$ cat src/rtl/spi_frame_assembler_pkg.sv
// Shared types and helpers for the SPI frame assembler slice.
// Latency: n/a (types and constants only).
// Backpressure: n/a.
//
// frame_entry_t : one buffered byte plus its packet markers.
// SYNC_STAGES   : depth of the CDC synchronisers on Changed and CS.
// level_width() : bit width needed to hold an occupancy of 0..depth.
package spi_frame_pkg;

   localparam int SYNC_STAGES = 2;

   typedef struct packed {
      logic [7:0] data;
      logic       sop;
      logic       eop;
   } frame_entry_t;

   function automatic int level_width(input int depth);
      return $clog2(depth) + 1;
   endfunction

endpackage

$ cat src/rtl/spi_frame_assembler_if.sv
// Avalon-ST byte stream with start/end-of-packet markers.
// Latency: n/a (wiring only).
// Backpressure: ready with readyLatency 0; a beat transfers when valid && ready.
//
// master: drives valid/data/startofpacket/endofpacket, samples ready.
// slave : the reverse.
interface spi_frame_assembler_if;

   logic       valid;
   logic       ready;
   logic [7:0] data;
   logic       startofpacket;
   logic       endofpacket;

   modport master (
      output valid,
      output data,
      output startofpacket,
      output endofpacket,
      input  ready
   );

   modport slave (
      input  valid,
      input  data,
      input  startofpacket,
      input  endofpacket,
      output ready
   );

endinterface

$ cat src/rtl/spi_frame_assembler_fifo.sv
// DEPTH-entry synchronous FIFO of frame_entry_t with a registered show-ahead head.
// Latency: an entry written into an empty FIFO is visible on out_vld one cycle later.
// Backpressure: pop is honoured only while out_vld; a push while full is ignored unless a pop lands the same cycle.
//
// Ports: clock/reset, push/push_dat (write side), pop (read strobe),
//        out_vld/out_dat (registered head), full/empty/level (occupancy).
module spi_frame_fifo
   import spi_frame_pkg::*;
#(
   parameter int DEPTH = 16
) (
   input  logic                          clock,
   input  logic                          reset,
   input  logic                          push,
   input  frame_entry_t                  push_dat,
   input  logic                          pop,
   output logic                          out_vld,
   output frame_entry_t                  out_dat,
   output logic                          full,
   output logic                          empty,
   output logic [level_width(DEPTH)-1:0] level
);

   localparam int AW = $clog2(DEPTH);
   localparam int LW = level_width(DEPTH);

   // One extra pointer bit separates full from empty.
   typedef logic [AW:0] ptr_t;

   ptr_t         wr_ptr;
   ptr_t         rd_ptr;
   ptr_t         rd_ptr_nxt;
   frame_entry_t mem [DEPTH];
   logic         pop_eff;
   logic         wr_en;

   assign level      = wr_ptr - rd_ptr;
   assign full       = (level == LW'(DEPTH));
   assign empty      = (wr_ptr == rd_ptr);
   assign pop_eff    = pop & out_vld;
   // A pop in the same cycle frees the slot the push lands in.
   assign wr_en      = push & (~full | pop_eff);
   assign rd_ptr_nxt = rd_ptr + ptr_t'(pop_eff);

   always_ff @(posedge clock) begin
      if (wr_en) begin
         mem[wr_ptr[AW-1:0]] <= push_dat;
      end
   end

   // The head register is loaded from entries written before this edge only
   // (pre-update wr_ptr), which gives the one-cycle write-to-visible delay and
   // means the head slot is never the one being written.
   always_ff @(posedge clock or negedge reset) begin
      if (!reset) begin
         wr_ptr  <= '0;
         rd_ptr  <= '0;
         out_vld <= 1'b0;
         out_dat <= '0;
      end else begin
         wr_ptr  <= wr_ptr + ptr_t'(wr_en);
         rd_ptr  <= rd_ptr_nxt;
         out_vld <= (wr_ptr != rd_ptr_nxt);
         out_dat <= (wr_ptr != rd_ptr_nxt) ? mem[rd_ptr_nxt[AW-1:0]] : '0;
      end
   end

endmodule

$ cat src/rtl/spi_frame_assembler.sv
// Turns SpiBuffer's free-running byte output into framed Avalon-ST packets in the clock domain.
// Latency: byte staged 3 cycles after Changed rises; last byte shows with eop 4 cycles after CS rises.
// Backpressure: io_Out.ready stalls the FIFO; bytes arriving into a full FIFO are dropped and flagged.
//
// Ports: clock/reset (async active-low); io_InputBuffer/io_BufferChanged/io_ChipSelect from the
//        SPI receiver (asynchronous); io_Out Avalon-ST source; io_Overflow/io_FrameTooLong sticky
//        flags cleared by io_ClearFlags; io_Level FIFO occupancy.
module spi_frame_assembler
   import spi_frame_pkg::*;
#(
   parameter int DEPTH     = 16,
   parameter int MAX_FRAME = 64
) (
   input  logic                          clock,
   input  logic                          reset,
   input  logic [7:0]                    io_InputBuffer,
   input  logic                          io_BufferChanged,
   input  logic                          io_ChipSelect,
   spi_frame_assembler_if.master         io_Out,
   output logic                          io_Overflow,
   output logic                          io_FrameTooLong,
   input  logic                          io_ClearFlags,
   output logic [level_width(DEPTH)-1:0] io_Level
);

   localparam int CNT_W = $clog2(MAX_FRAME + 1);

   logic [SYNC_STAGES-1:0] chg_sync;
   logic [SYNC_STAGES-1:0] cs_sync;
   logic                   chg_prev;
   logic                   cs_prev;
   logic                   byte_evt;
   logic                   end_evt;
   logic                   end_now;

   logic                   stg_vld;
   logic                   stg_sop;
   logic [7:0]             stg_dat;
   logic [CNT_W-1:0]       frame_cnt;
   logic                   pend_end;
   logic                   room;

   logic                   fifo_push;
   frame_entry_t           fifo_push_dat;
   logic                   fifo_drop;
   logic                   fifo_vld;
   frame_entry_t           fifo_out;
   logic                   fifo_full;
   logic                   fifo_empty;

   // ---------------- synchronisers and edge detect ----------------
   always_ff @(posedge clock or negedge reset) begin
      if (!reset) begin
         chg_sync <= '0;
         cs_sync  <= '0;
         chg_prev <= 1'b0;
         cs_prev  <= 1'b0;
      end else begin
         chg_sync <= {chg_sync[SYNC_STAGES-2:0], io_BufferChanged};
         cs_sync  <= {cs_sync[SYNC_STAGES-2:0], io_ChipSelect};
         chg_prev <= chg_sync[SYNC_STAGES-1];
         cs_prev  <= cs_sync[SYNC_STAGES-1];
      end
   end

   assign byte_evt = chg_sync[SYNC_STAGES-1] & ~chg_prev;
   assign end_evt  = cs_sync[SYNC_STAGES-1] & ~cs_prev;
   // A byte always wins the cycle; a coincident end waits one cycle in pend_end.
   assign end_now  = ~byte_evt & (pend_end | end_evt);
   assign room     = (frame_cnt < CNT_W'(MAX_FRAME));

   // ---------------- FIFO write decision ----------------
   always_comb begin
      fifo_push     = 1'b0;
      fifo_push_dat = '{data: stg_dat, sop: stg_sop, eop: end_now};
      if (byte_evt) begin
         fifo_push = stg_vld & room;
      end else if (end_now) begin
         fifo_push = stg_vld;
      end
   end

   // Staging carries on as if every push landed; only the flag records the loss.
   assign fifo_drop = fifo_push & fifo_full & ~(fifo_vld & io_Out.ready);

   // ---------------- staging register and frame counter ----------------
   // The input byte is sampled straight from the async bus: by the time the
   // synchronised strobe arrives it has been stable for many SCK periods.
   always_ff @(posedge clock or negedge reset) begin
      if (!reset) begin
         stg_vld   <= 1'b0;
         stg_sop   <= 1'b0;
         stg_dat   <= '0;
         frame_cnt <= '0;
         pend_end  <= 1'b0;
      end else if (byte_evt) begin
         if (room) begin
            stg_vld   <= 1'b1;
            stg_dat   <= io_InputBuffer;
            stg_sop   <= (frame_cnt == '0);
            frame_cnt <= frame_cnt + 1'b1;
         end
         pend_end <= pend_end | end_evt;
      end else if (end_now) begin
         stg_vld   <= 1'b0;
         frame_cnt <= '0;
         pend_end  <= 1'b0;
      end
   end

   // ---------------- sticky flags (set beats clear) ----------------
   always_ff @(posedge clock or negedge reset) begin
      if (!reset) begin
         io_Overflow     <= 1'b0;
         io_FrameTooLong <= 1'b0;
      end else begin
         if (fifo_drop) begin
            io_Overflow <= 1'b1;
         end else if (io_ClearFlags) begin
            io_Overflow <= 1'b0;
         end
         if (byte_evt && !room) begin
            io_FrameTooLong <= 1'b1;
         end else if (io_ClearFlags) begin
            io_FrameTooLong <= 1'b0;
         end
      end
   end

   // ---------------- output FIFO ----------------
   spi_frame_fifo #(
      .DEPTH (DEPTH)
   ) u_fifo (
      .clock    (clock),
      .reset    (reset),
      .push     (fifo_push),
      .push_dat (fifo_push_dat),
      .pop      (io_Out.ready),
      .out_vld  (fifo_vld),
      .out_dat  (fifo_out),
      .full     (fifo_full),
      .empty    (fifo_empty),
      .level    (io_Level)
   );

   // The registered head never claims valid over an empty store.
   assign io_Out.valid         = fifo_vld & ~fifo_empty;
   assign io_Out.data          = fifo_out.data;
   assign io_Out.startofpacket = fifo_out.sop;
   assign io_Out.endofpacket   = fifo_out.eop;

endmodule

$ cat src/flat_wrapper.sv
// flat-port wrapper written by rule: the top's interface ports become plain ports
module spi_frame_assembler_flat import spi_frame_pkg::*;
#(
   parameter int DEPTH     = 16,
   parameter int MAX_FRAME = 64
)
  (clock, reset, io_InputBuffer, io_BufferChanged, io_ChipSelect, io_Overflow, io_FrameTooLong, io_ClearFlags, io_Level, io_Out_valid, io_Out_data, io_Out_startofpacket, io_Out_endofpacket, io_Out_ready);
  spi_frame_assembler_if io_Out_i ();
  input  logic clock;
  input  logic reset;
  input  logic [7:0] io_InputBuffer;
  input  logic io_BufferChanged;
  input  logic io_ChipSelect;
  output logic io_Overflow;
  output logic io_FrameTooLong;
  input  logic io_ClearFlags;
  output logic [level_width(DEPTH)-1:0] io_Level;
  output wire logic [$bits(io_Out_i.valid)-1:0] io_Out_valid;
  output wire logic [$bits(io_Out_i.data)-1:0] io_Out_data;
  output wire logic [$bits(io_Out_i.startofpacket)-1:0] io_Out_startofpacket;
  output wire logic [$bits(io_Out_i.endofpacket)-1:0] io_Out_endofpacket;
  input wire logic [$bits(io_Out_i.ready)-1:0] io_Out_ready;
  assign io_Out_valid = io_Out_i.valid;
  assign io_Out_data = io_Out_i.data;
  assign io_Out_startofpacket = io_Out_i.startofpacket;
  assign io_Out_endofpacket = io_Out_i.endofpacket;
  assign io_Out_i.ready = io_Out_ready;
  spi_frame_assembler #(.DEPTH(DEPTH), .MAX_FRAME(MAX_FRAME)) u_core (.clock(clock), .reset(reset), .io_InputBuffer(io_InputBuffer), .io_BufferChanged(io_BufferChanged), .io_ChipSelect(io_ChipSelect), .io_Out(io_Out_i), .io_Overflow(io_Overflow), .io_FrameTooLong(io_FrameTooLong), .io_ClearFlags(io_ClearFlags), .io_Level(io_Level));
endmodule
$ cat config.mk
export PLATFORM = sky130hd
export DESIGN_NAME = spi_frame_assembler_flat
export DESIGN_NICKNAME = d
export VERILOG_FILES = /design/src/rtl/spi_frame_assembler_pkg.sv /design/src/rtl/spi_frame_assembler_if.sv /design/src/rtl/spi_frame_assembler_fifo.sv /design/src/rtl/spi_frame_assembler.sv /design/src/flat_wrapper.sv
export SDC_FILE = /design/constraint.sdc
export NUM_CORES = 1
export LEC_CHECK = 0
export BUFFER_PORTS_ARGS = -buffer_cell sky130_fd_sc_hd__buf_4
export CORE_MARGIN = 1
export CORE_UTILIZATION = 55
export DETAILED_ROUTE_END_ITERATION = 10
export GPL_TIMING_DRIVEN = 0
export PLACE_DENSITY = 0.84
export SLEW_MARGIN = 5
export SYNTH_ARGS = -nofsm -noshare
export SYNTH_HDL_FRONTEND = slang
export SYNTH_SLANG_ARGS = --single-unit
$ cat constraint.sdc
create_clock -name clock -period 7.6 [get_ports clock]
set_input_delay 0 -clock clock [delete_from_list [all_inputs] [get_ports clock]]
set_output_delay 0 -clock clock [all_outputs]
set_load 0.005 [all_outputs]
; Word level (Yosys, flattened, before mapping)
; Memory sizes are Yosys's and may differ from the RTL's.
; Index checks and enable logic that the tools add are counted.
[classes]
muxes = 15
magnitude_cmp = 1
n_reduce_logical = 8
add_sub_neg = 4
n_bitwise = 17
eq_ne = 4
[op_table]
columns = cell, count
row1 = 7-bit two-way mux, 3
row2 = 1-bit two-way mux, 11
row3 = 5-bit by 1-bit adder with 5-bit output, 2
row4 = 10-bit two-way mux, 1
row5 = 1-bit bitwise AND, 9
row6 = 7-bit by 1-bit adder with 7-bit output (second input constant), 1
row7 = 7-bit zero test, 1
row8 = 7-bit < comparator (second input constant), 1
row9 = 1-bit inverter, 6
row10 = 2-bit nonzero test, 3
row11 = 5-bit == test, 1
row12 = 5-bit == test (second input constant), 1
row13 = 5-bit inequality test, 1
row14 = 5-bit subtractor, 1
row15 = 2-bit AND reduction, 2
row16 = 2-bit inequality test (second input constant), 1
row17 = 1-bit OR, 2
row18 = 1-bit logical AND, 1
row19 = 1-bit zero test, 1
[word_totals]
ff_bits = 47
wordCells = 67
out_inout_bits = 18
ram_bits = 160
memories = 1
inputBits = 14
[memory_table]
columns = name, words, word_bits, read_ports, rd_ports_with_merged_regs, write_ports, line
row1 = u_core.u_fifo.mem, 16, 10, 1, 0, 1, spi_frame_assembler_fifo.sv:33  ; frame_entry_t mem [DEPTH];

; Logic depth before layout (Yosys ltp)
; Gate-level depths: netlist of run 1.
[depth]
depth_word = 9
ltp_mapped = 13
depth_no_buf = 11

; Cells and area by module
; Synthesis of run 1 repeated with hierarchy kept, for this count alone.
[unflattened]
cells_unflattened = 473
hier_area_um2 = 8293.0
[modules_own_cells]
columns = mod, instances, cells_each, area_each_um2, seq_area_each_um2
row1 = spi_frame_fifo, 1, 365, 7163.1, 5330.1
row2 = spi_frame_assembler, 1, 108, 1129.8, 650.6

; Least setup slack after synthesis of run 1
; Ideal clock, no wire load.
[synth_timing]
path_type = reg2reg
start = reg u_core.u_fifo.wr_ptr[0]
end = mem u_core.u_fifo.mem[10][0] (netlist bit) (enable)
setup_ns = 0.383
path_stages_with_launch = 10
path_slack_ns = 4.632
synth_period_minus_slack_ns = 2.968
path_buffers = 2
required_ns = 7.217
arrival_time_ns = 2.585
path_cell_list = dfrtp_1 -> clkbuf_1 -> inv_1 -> ha_1 -> fa_1 -> nand2b_1 -> a21oi_1 -> xnor2_1 -> buf_6 -> a31oi_1
[synth_via]
elab_chain_len = 7
[synth_lines]
columns = element, line
row1 = from (decl), spi_frame_assembler_fifo.sv:30  ; ptr_t wr_ptr;
row2 = from (signal assigned), spi_frame_assembler_fifo.sv:61  ; wr_ptr <= wr_ptr + ptr_t'(wr_en);
row3 = 5-bit subtractor, spi_frame_assembler_fifo.sv:37  ; assign level = wr_ptr - rd_ptr;
row4 = net io_Level[4], flat_wrapper.sv:17  ; output logic [level_width(DEPTH)-1:0] io_Level;
row5 = 5-bit == test, spi_frame_assembler_fifo.sv:38  ; assign full = (level == LW'(DEPTH));
row6 = 1-bit inverter, spi_frame_assembler_fifo.sv:42  ; assign wr_en = push & (~full | pop_eff);
row7 = 1-bit OR, spi_frame_assembler_fifo.sv:42
row8 = 1-bit bitwise AND, spi_frame_assembler_fifo.sv:42
row9 = 1-bit two-way mux, spi_frame_assembler_fifo.sv:46  ; if (wr_en) begin
row10 = 1-bit two-way mux (not written as such), spi_frame_assembler_fifo.sv:47  ; mem[wr_ptr[AW-1:0]] <= push_dat;
row11 = to (decl), spi_frame_assembler_fifo.sv:33
; The timed path passes the listed nets, and every way through them passes these cells.

; Worst setup path after layout of run 1
[layout_timing]
start = reg u_core.u_fifo.wr_ptr[0]
end = mem u_core.u_fifo.mem[15][7] (netlist bit) (enable)
[layout_via]
elab_chain_len = 7
[layout_lines]
columns = element, line
row1 = 5-bit subtractor, spi_frame_assembler_fifo.sv:37
row2 = 5-bit == test, spi_frame_assembler_fifo.sv:38
row3 = 1-bit inverter, spi_frame_assembler_fifo.sv:42
row4 = 1-bit OR, spi_frame_assembler_fifo.sv:42
row5 = 1-bit bitwise AND, spi_frame_assembler_fifo.sv:42
row6 = 1-bit two-way mux, spi_frame_assembler_fifo.sv:46
row7 = 1-bit two-way mux (not written as such), spi_frame_assembler_fifo.sv:47
; Several ways; a longest one is shown, not always the timed one.

==> results of run 1 <==
[cell usage after synthesis (6+ instances only)]
| cell | count |
|---|---|
| edfxtp_1 | 160 |
| clkbuf_1 | 7 |
| mux4_1 | 14 |
| a31oi_1 | 18 |
| ha_1 | 10 |
| inv_1 | 15 |
| buf_2 | 11 |
| mux4_2 | 26 |
| dfrtp_1 | 47 |
| nand3_1 | 36 |
| and3_1 | 12 |
| nand4_1 | 6 |
| xnor2_1 | 10 |
| nand2_1 | 75 |
| buf_6 | 6 |
| nor2_1 | 17 |
[layer usage]
metal	part of all wire	GRT usage	vias to the layer above
li1	-	-	2072
met1	0.38	0.310	2415
met2	0.50	0.396	283
met3	0.084	0.0404	61
met4	0.042	0.116	0
met5	0	0	-
[cell families after synthesis]
group	after synthesis
AO/OA/AOI/OAI	31
XOR/XNOR	16
adder cells (fa/ha/maj)	11
buffers and inverters	43
flip-flops	207
multiplexers	43
AND/OR/NAND/NOR	160
[how the worst min path moves through the flow]
| stage | end | slack [ps] |
|---|---|---|
| 2_1_floorplan | u_core.chg_prev | -300 |
| 3_3_place_gp | u_core.stg_dat[4] | 60 |
| 3_5_place_dp | u_core.stg_dat[6] | 80 |
| 4_1_cts | u_core.u_fifo.rd_ptr[0] | 0.6 |
| 5_1_grt | u_core.u_fifo.rd_ptr[0] | 30 |
| 6_report | u_core.u_fifo.rd_ptr[0] | 10 |
[report_power, final]
| group | internal (mW) | switching (mW) |
|---|---|---|
| logic | 0.771 | 1.00 |
| clock network | 0.502 | 0.395 |
| registers | 1.37 | 0.0963 |
| total | 2.64 | 1.50 |
[layout make-up]
type | instances | area share
buffer | 28 | 0.0206
clock buffer | 26 | 0.0563
clock inverter | 8 | 0.00349
inverter | 15 | 0.00582
multi-input combinational | 261 | 0.235
sequential | 207 | 0.618
tap | 184 | 0.0238
timing repair buffer | 43 | 0.0365
[timing repair]
item	4_1_cts	5_1_grt
gates resized for setup	0	0
hold endpoints to repair	59	0
hold buffers	12	0
[cell usage in the layout (no fill, tap or decap), types with 2 or more instances in the layout]
cell	netlist	final
clkbuf_1	7	12
o21ai_0	4	4
a31oi_1	18	9
nand3b_1	2	2
mux4_2	26	26
nor2_1	17	17
nand4_1	6	6
mux4_1	14	14
xor2_1	5	5
clkbuf_2	2	2
and3_1	12	12
dfrtp_1	47	47
edfxtp_1	160	160
ha_1	10	10
buf_4	0	31
inv_1	15	15
clkinv_2	0	3
clkbuf_16	0	21
clkinv_1	0	5
xnor2_1	10	10
buf_12	2	2
nand2b_1	2	2
a21oi_1	4	4
dlygate4sd3_1	0	12
and2_1	2	2
nor2b_1	5	5
buf_6	6	6
nand2_1	75	75
nand3_1	36	36
a31oi_2	0	9
buf_2	11	11
mux2i_1	3	3
[flip-flops by register name (all words and copies together) (netlist names)]
signal	flops
u_core.stg_dat	8
u_core.cs_prev	1
u_core.io_FrameTooLong	1
u_core.u_fifo.wr_ptr	5
u_core.io_Overflow	1
u_core.chg_sync	2
u_core.u_fifo.out_dat	10
u_core.stg_vld	1
u_core.frame_cnt	7
u_core.u_fifo.rd_ptr	5
u_core.stg_sop	1
u_core.chg_prev	1
u_core.cs_sync	2
u_core.u_fifo.mem	160
u_core.pend_end	1
u_core.u_fifo.out_vld	1
[worst max-delay path: cells and delay by family, from the launching register on]
family	cells	cell delay, ps
adder cells (fa/ha/maj)	2	650
AO/OA/AOI/OAI	2	1170
XOR/XNOR	1	350
AND/OR/NAND/NOR	1	160
flip-flops	1	350
buffers and inverters	3	710
==> impl_metrics.yaml, run 1 <==
sta:
  drv_slew: 0
  finalCritPeriodShare: 0.500
  fmax_ghz: 0.263
  clock_skew_ps: 6.38
  timing.hold.ws_ps: 13.5
  rsz0062_at_grt: "false"
  setup_ws_ps: 3800
  hold_viol: 0
  slew_headroom: 0.123
  setup_violations: 0
  tns_ps: 0
  worst_pin_slew_ps: 1310
  period_minus_slack_ps: 3800
clock_tree:
  cts_tree: "built"
  numCtsBuffers: 20
  clockBufferDepth: 3
  clkLatencyLatePin_ps: 490
  clkTransAtPathRegs_ps: 60
  clockRootBuffer: "clkbuf_16"
  post_cts_buffers: 0
  htreeDepth: 1
  clkSinkCount: 207
final_layout:
  drive_above_1_share: 0.194
  fin_nets: 601
  post-route-util: 0.656
  stdcell_count: 772
  seqCellArea_sq_um: 5980
  fillCellCount: 950
  multiInputGateArea_sq_um: 2270
  syn_to_final_growth_pct: 14.4
  diodes: 0
  final_area_sq_um: 9670
setup_path:
  start_kind: "flop"
  r2r_slack_ps: 3800
  regToRegStartpoint: "u_core.u_fifo.wr_ptr[0]"
  cp-endpoint: "u_core.u_fifo.mem[15][7]"
  cp-end-kind: "flop"
  critical_path_class: "reg2reg"
  crit_slowest_cell: "a31oi_1"
  r2r-end: "u_core.u_fifo.mem[15][7]"
  worst-r2r-cell-count: 9
  worst_ep_arrival_time_ps: 3900
  cp_max_fo: 10
  cp.required_ps: 7700
  slowest_delay_ps: 1020
  crit_start: "u_core.u_fifo.wr_ptr[0]"
  crit_path_cell_trace: "clkbuf_1 > inv_1 > ha_1 > fa_1 > nand2b_1 > a21oi_1 > xnor2_1 > buf_6 > a31oi_1"
grt:
  grt_max_degree: 48
  grt_overflow: 0
  grt_use_total: 0.239
  grt_pass1_wl_mm: 28.0
  antenna_found_initial: 0
  grt_pass1_vias: 5010
logic_synthesis:
  synth_area_sq_um: 8450
  ys_warn_count: 0
  synth_top_area_cell: "edfxtp_1"
  yosys.area_share.adder: 0.0172
  synth_compound_area_frac: 0.0232
  ys_async_sr_fraction: 0.227
  synth-seq-cells: 207
  syn_area_per_cell_sq_um: 16.5
  synth_top_area_share: 0.568
  synth.area.top_cells: "edfxtp_1, dfrtp_1, mux4_2"
  synthCells: 511
  yosys.area_share.simple: 0.0882
  yosysSeqAreaShare: 0.707
  synth_top_family_by_area: "multiplexers"
  synth_xor_xnor_area_share: 0.0175
  synth.area.mux_share: 0.116
  synthDistinctLibCells: 36
  synthFlopType: "edfxtp_1"
  synth.net_count: 536
  synth_edf_count: 160
min_path:
  min_path_type: "in2reg"
  min_path_cells: 3
  hp-start: "io_Out_ready"
placement:
  placement.io_buffers: 31
  gp_congestion: 0.876
  dpl.hpwl_mm: 11.1
  dpl.cell_count: 726
  dp_slack_ps: 3800
  dpl-instance-area_sq_um: 8920
power:
  ir_drop_mv: 0.269
  leakagePower_nw: 3.59
  power_mw: 4.14
  p_per_area_nw_per_um2: 428
floorplan:
  coreArea_sq_um: 14800
  floorplan.initialDensity: 0.573
  row_count: 44
  die_y_microns: 126
  io_pins: 32
  die_x_microns: 126
  dieArea_sq_um: 15900
route:
  num_vias: 4831
  initialDrtViolationCount: 512
  ant_nets: 0
  dr.pass1.iters: 5
  via_per_inst: 6.26
  wl_per_cell_microns: 23.3
  wl_mm: 18.0
  drc_errors: 0
run_status:
  status: "finished clean"
job:
  maxCapViolations: 0
Note: power is estimated with default switching activity, not from simulation.
==> inputs of run 2 (changes only) <==
Settings changed: PLACE_DENSITY 0.84 to 0.87.
Clock period 7.6 ns to 3.4 ns, I/O delays scaled along.
==> run 2 against run 1 <==
Critical path depth rose by 4; sequential cell count did not move; register-to-register slack got worse by 3600 ps; sequential share of layout area fell by 1.8 points; largest cell class unchanged; clock skew rose by 10 ps.
==> impl_metrics.yaml, run 2 (synthesis gave the netlist of run 1 again) <==
floorplan:
  coreArea_sq_um: 14800
  floorplan.initialDensity: 0.573
  die_y_microns: 126
  row_count: 44
  io_pins: 32
  dieArea_sq_um: 15900
  die_x_microns: 126
sta:
  hold_viol: 0
  fmax_ghz: 0.310
  clock_skew_ps: 16.4
  worst_pin_slew_ps: 874
  period_minus_slack_ps: 3230
  finalCritPeriodShare: 0.950
  setup_violations: 0
  rsz0062_at_grt: "false"
  slew_headroom: 0.415
  timing.hold.ws_ps: 42.1
  tns_ps: 0
  drv_slew: 0
clock_tree:
  clockBufferDepth: 3
  clkLatencyLatePin_ps: 500
  cts_tree: "built"
  htreeDepth: 1
  clkTransAtPathRegs_ps: 60
  clkSinkCount: 207
  clockRootBuffer: "clkbuf_16"
  numCtsBuffers: 21
grt:
  grt_pass1_vias: 5177
  grt_max_degree: 48
  antenna_found_initial: 0
  grt_pass1_wl_mm: 29.2
  grt_overflow: 0
  grt_use_total: 0.250
route:
  via_per_inst: 6.34
  wl_mm: 19.4
  ant_nets: 0
  wl_per_cell_microns: 24.7
  num_vias: 4967
  initialDrtViolationCount: 498
  dr.pass1.iters: 5
  drc_errors: 0
setup_path:
  slowest_delay_ps: 410
  crit_slowest_cell: "fa_1"
  critPathBufInv: 3
  crit_path_cell_trace: "clkbuf_2 > inv_1 > ha_1 > fa_1 > nand2b_1 > a21oi_2 > xnor2_4 > buf_6 > a31oi_1 > ha_1 > ha_1 > nand2_1 > xnor2_1"
  start_kind: "flop"
  critical_path_class: "reg2reg"
  cp-end-kind: "flop"
  cp_max_fo: 10
  cp_common_cell: "ha_1"
  critPathTopFamily: "adder cells"
  worst_ep_arrival_time_ps: 3600
  cp.required_ps: 3770
run_status:
  status: "finished clean"
placement:
  placement.io_buffers: 31
  gp_congestion: 0.855
  dpl.hpwl_mm: 11.2
  dpl-instance-area_sq_um: 8930
power:
  ir_drop_mv: 0.627
  power_mw: 9.95
  p_per_area_nw_per_um2: 999
  leakagePower_nw: 3.69
min_path:
  min_path_type: "in2reg"
final_layout:
  final_common_cell: "edfxtp_1"
  multiInputGateArea_sq_um: 2400
  largest_reg_flops: 160
  drive_above_1_share: 0.230
  diodes: 0
  syn_to_final_growth_pct: 17.8
  post-route-util: 0.675
  seqCellArea_sq_um: 5980
  final_area_sq_um: 9960
  fillCellCount: 902
  final_cell_mix: "edfxtp_1, nand2_1, dfrtp_1"
  fin_nets: 609
job:
  maxCapViolations: 0
run 2: changes by cell type in the layout (fill, tap and decap cells not counted), sizes merged:
cell	delta
buf	+6
clkbuf	+7
clkinv	-4
inv	+1
bufinv	+1
run 2: repair_timing:
action,4_1_cts,5_1_grt
hold buffers,12,0
endpoints found under the setup margin,145,167
gates resized for setup,15,12
endpoints found under the hold margin,59,0
cloned,0,0
buffers inserted,0,7
pin swaps,0,4
run 2: cell type report:
type                       count  area share
clock inverter                 6     0.00578
sequential                   207       0.601
buffer                        28      0.0205
timing repair buffer          50      0.0420
tap                          184      0.0231
multi-input combinational    261       0.241
clock buffer                  32      0.0609
inverter                      15     0.00565
run 2: path summary, 6_finish.rpt:
kind / startpoint / end / slack, ps / depth (start not counted)
max in group asynchronous: reset / u_core.u_fifo.out_dat[9] / 2900 / 2
min in group asynchronous: reset / u_core.stg_dat[4] / 50 / 2
worst max register to register: u_core.u_fifo.wr_ptr[0] / u_core.u_fifo.wr_ptr[4] / 170 / 13
worst max-delay path: u_core.u_fifo.wr_ptr[0] / u_core.u_fifo.wr_ptr[4] / 170 / 13
worst min-delay path: io_Out_ready / u_core.u_fifo.rd_ptr[0] / 40 / 3
worst min register to register: u_core.chg_sync[0] / u_core.chg_sync[1] / 350 / 0
run 2: power by group:
part           leakage (nW)  internal (mW)  switching (mW)
combinational          1.34           1.83            2.62
clock                 0.328           1.31           0.906
sequential             2.03           3.06           0.223
total                  3.69           6.20            3.75
run 2: routing by layer:
metal,global-route usage,share of wire,wire [microns]
met1,0.299,0.36,6980
met2,0.448,0.52,9980
met3,0.0412,0.080,1560
met4,0.111,0.044,849
met5,0,0,0
run 2: through the flow:
step           setup slack (ps)  cells
6_report                    171    783
5_1_grt                    62.6    783
4_1_cts                    -299    776
3_5_place_dp               -441    726
3_3_place_gp               -282    726
2_1_floorplan               432    511
run 2: worst register-to-register path: cells and delay by family, from the launching register on:
| family | cells | cell delay, ps |
|---|---|---|
| compound gates | 2 | 510 |
| xor+xnor | 2 | 330 |
| fa+ha+maj | 4 | 1060 |
| buf+inv | 3 | 580 |
| flops | 1 | 350 |
| simple gates | 2 | 280 |
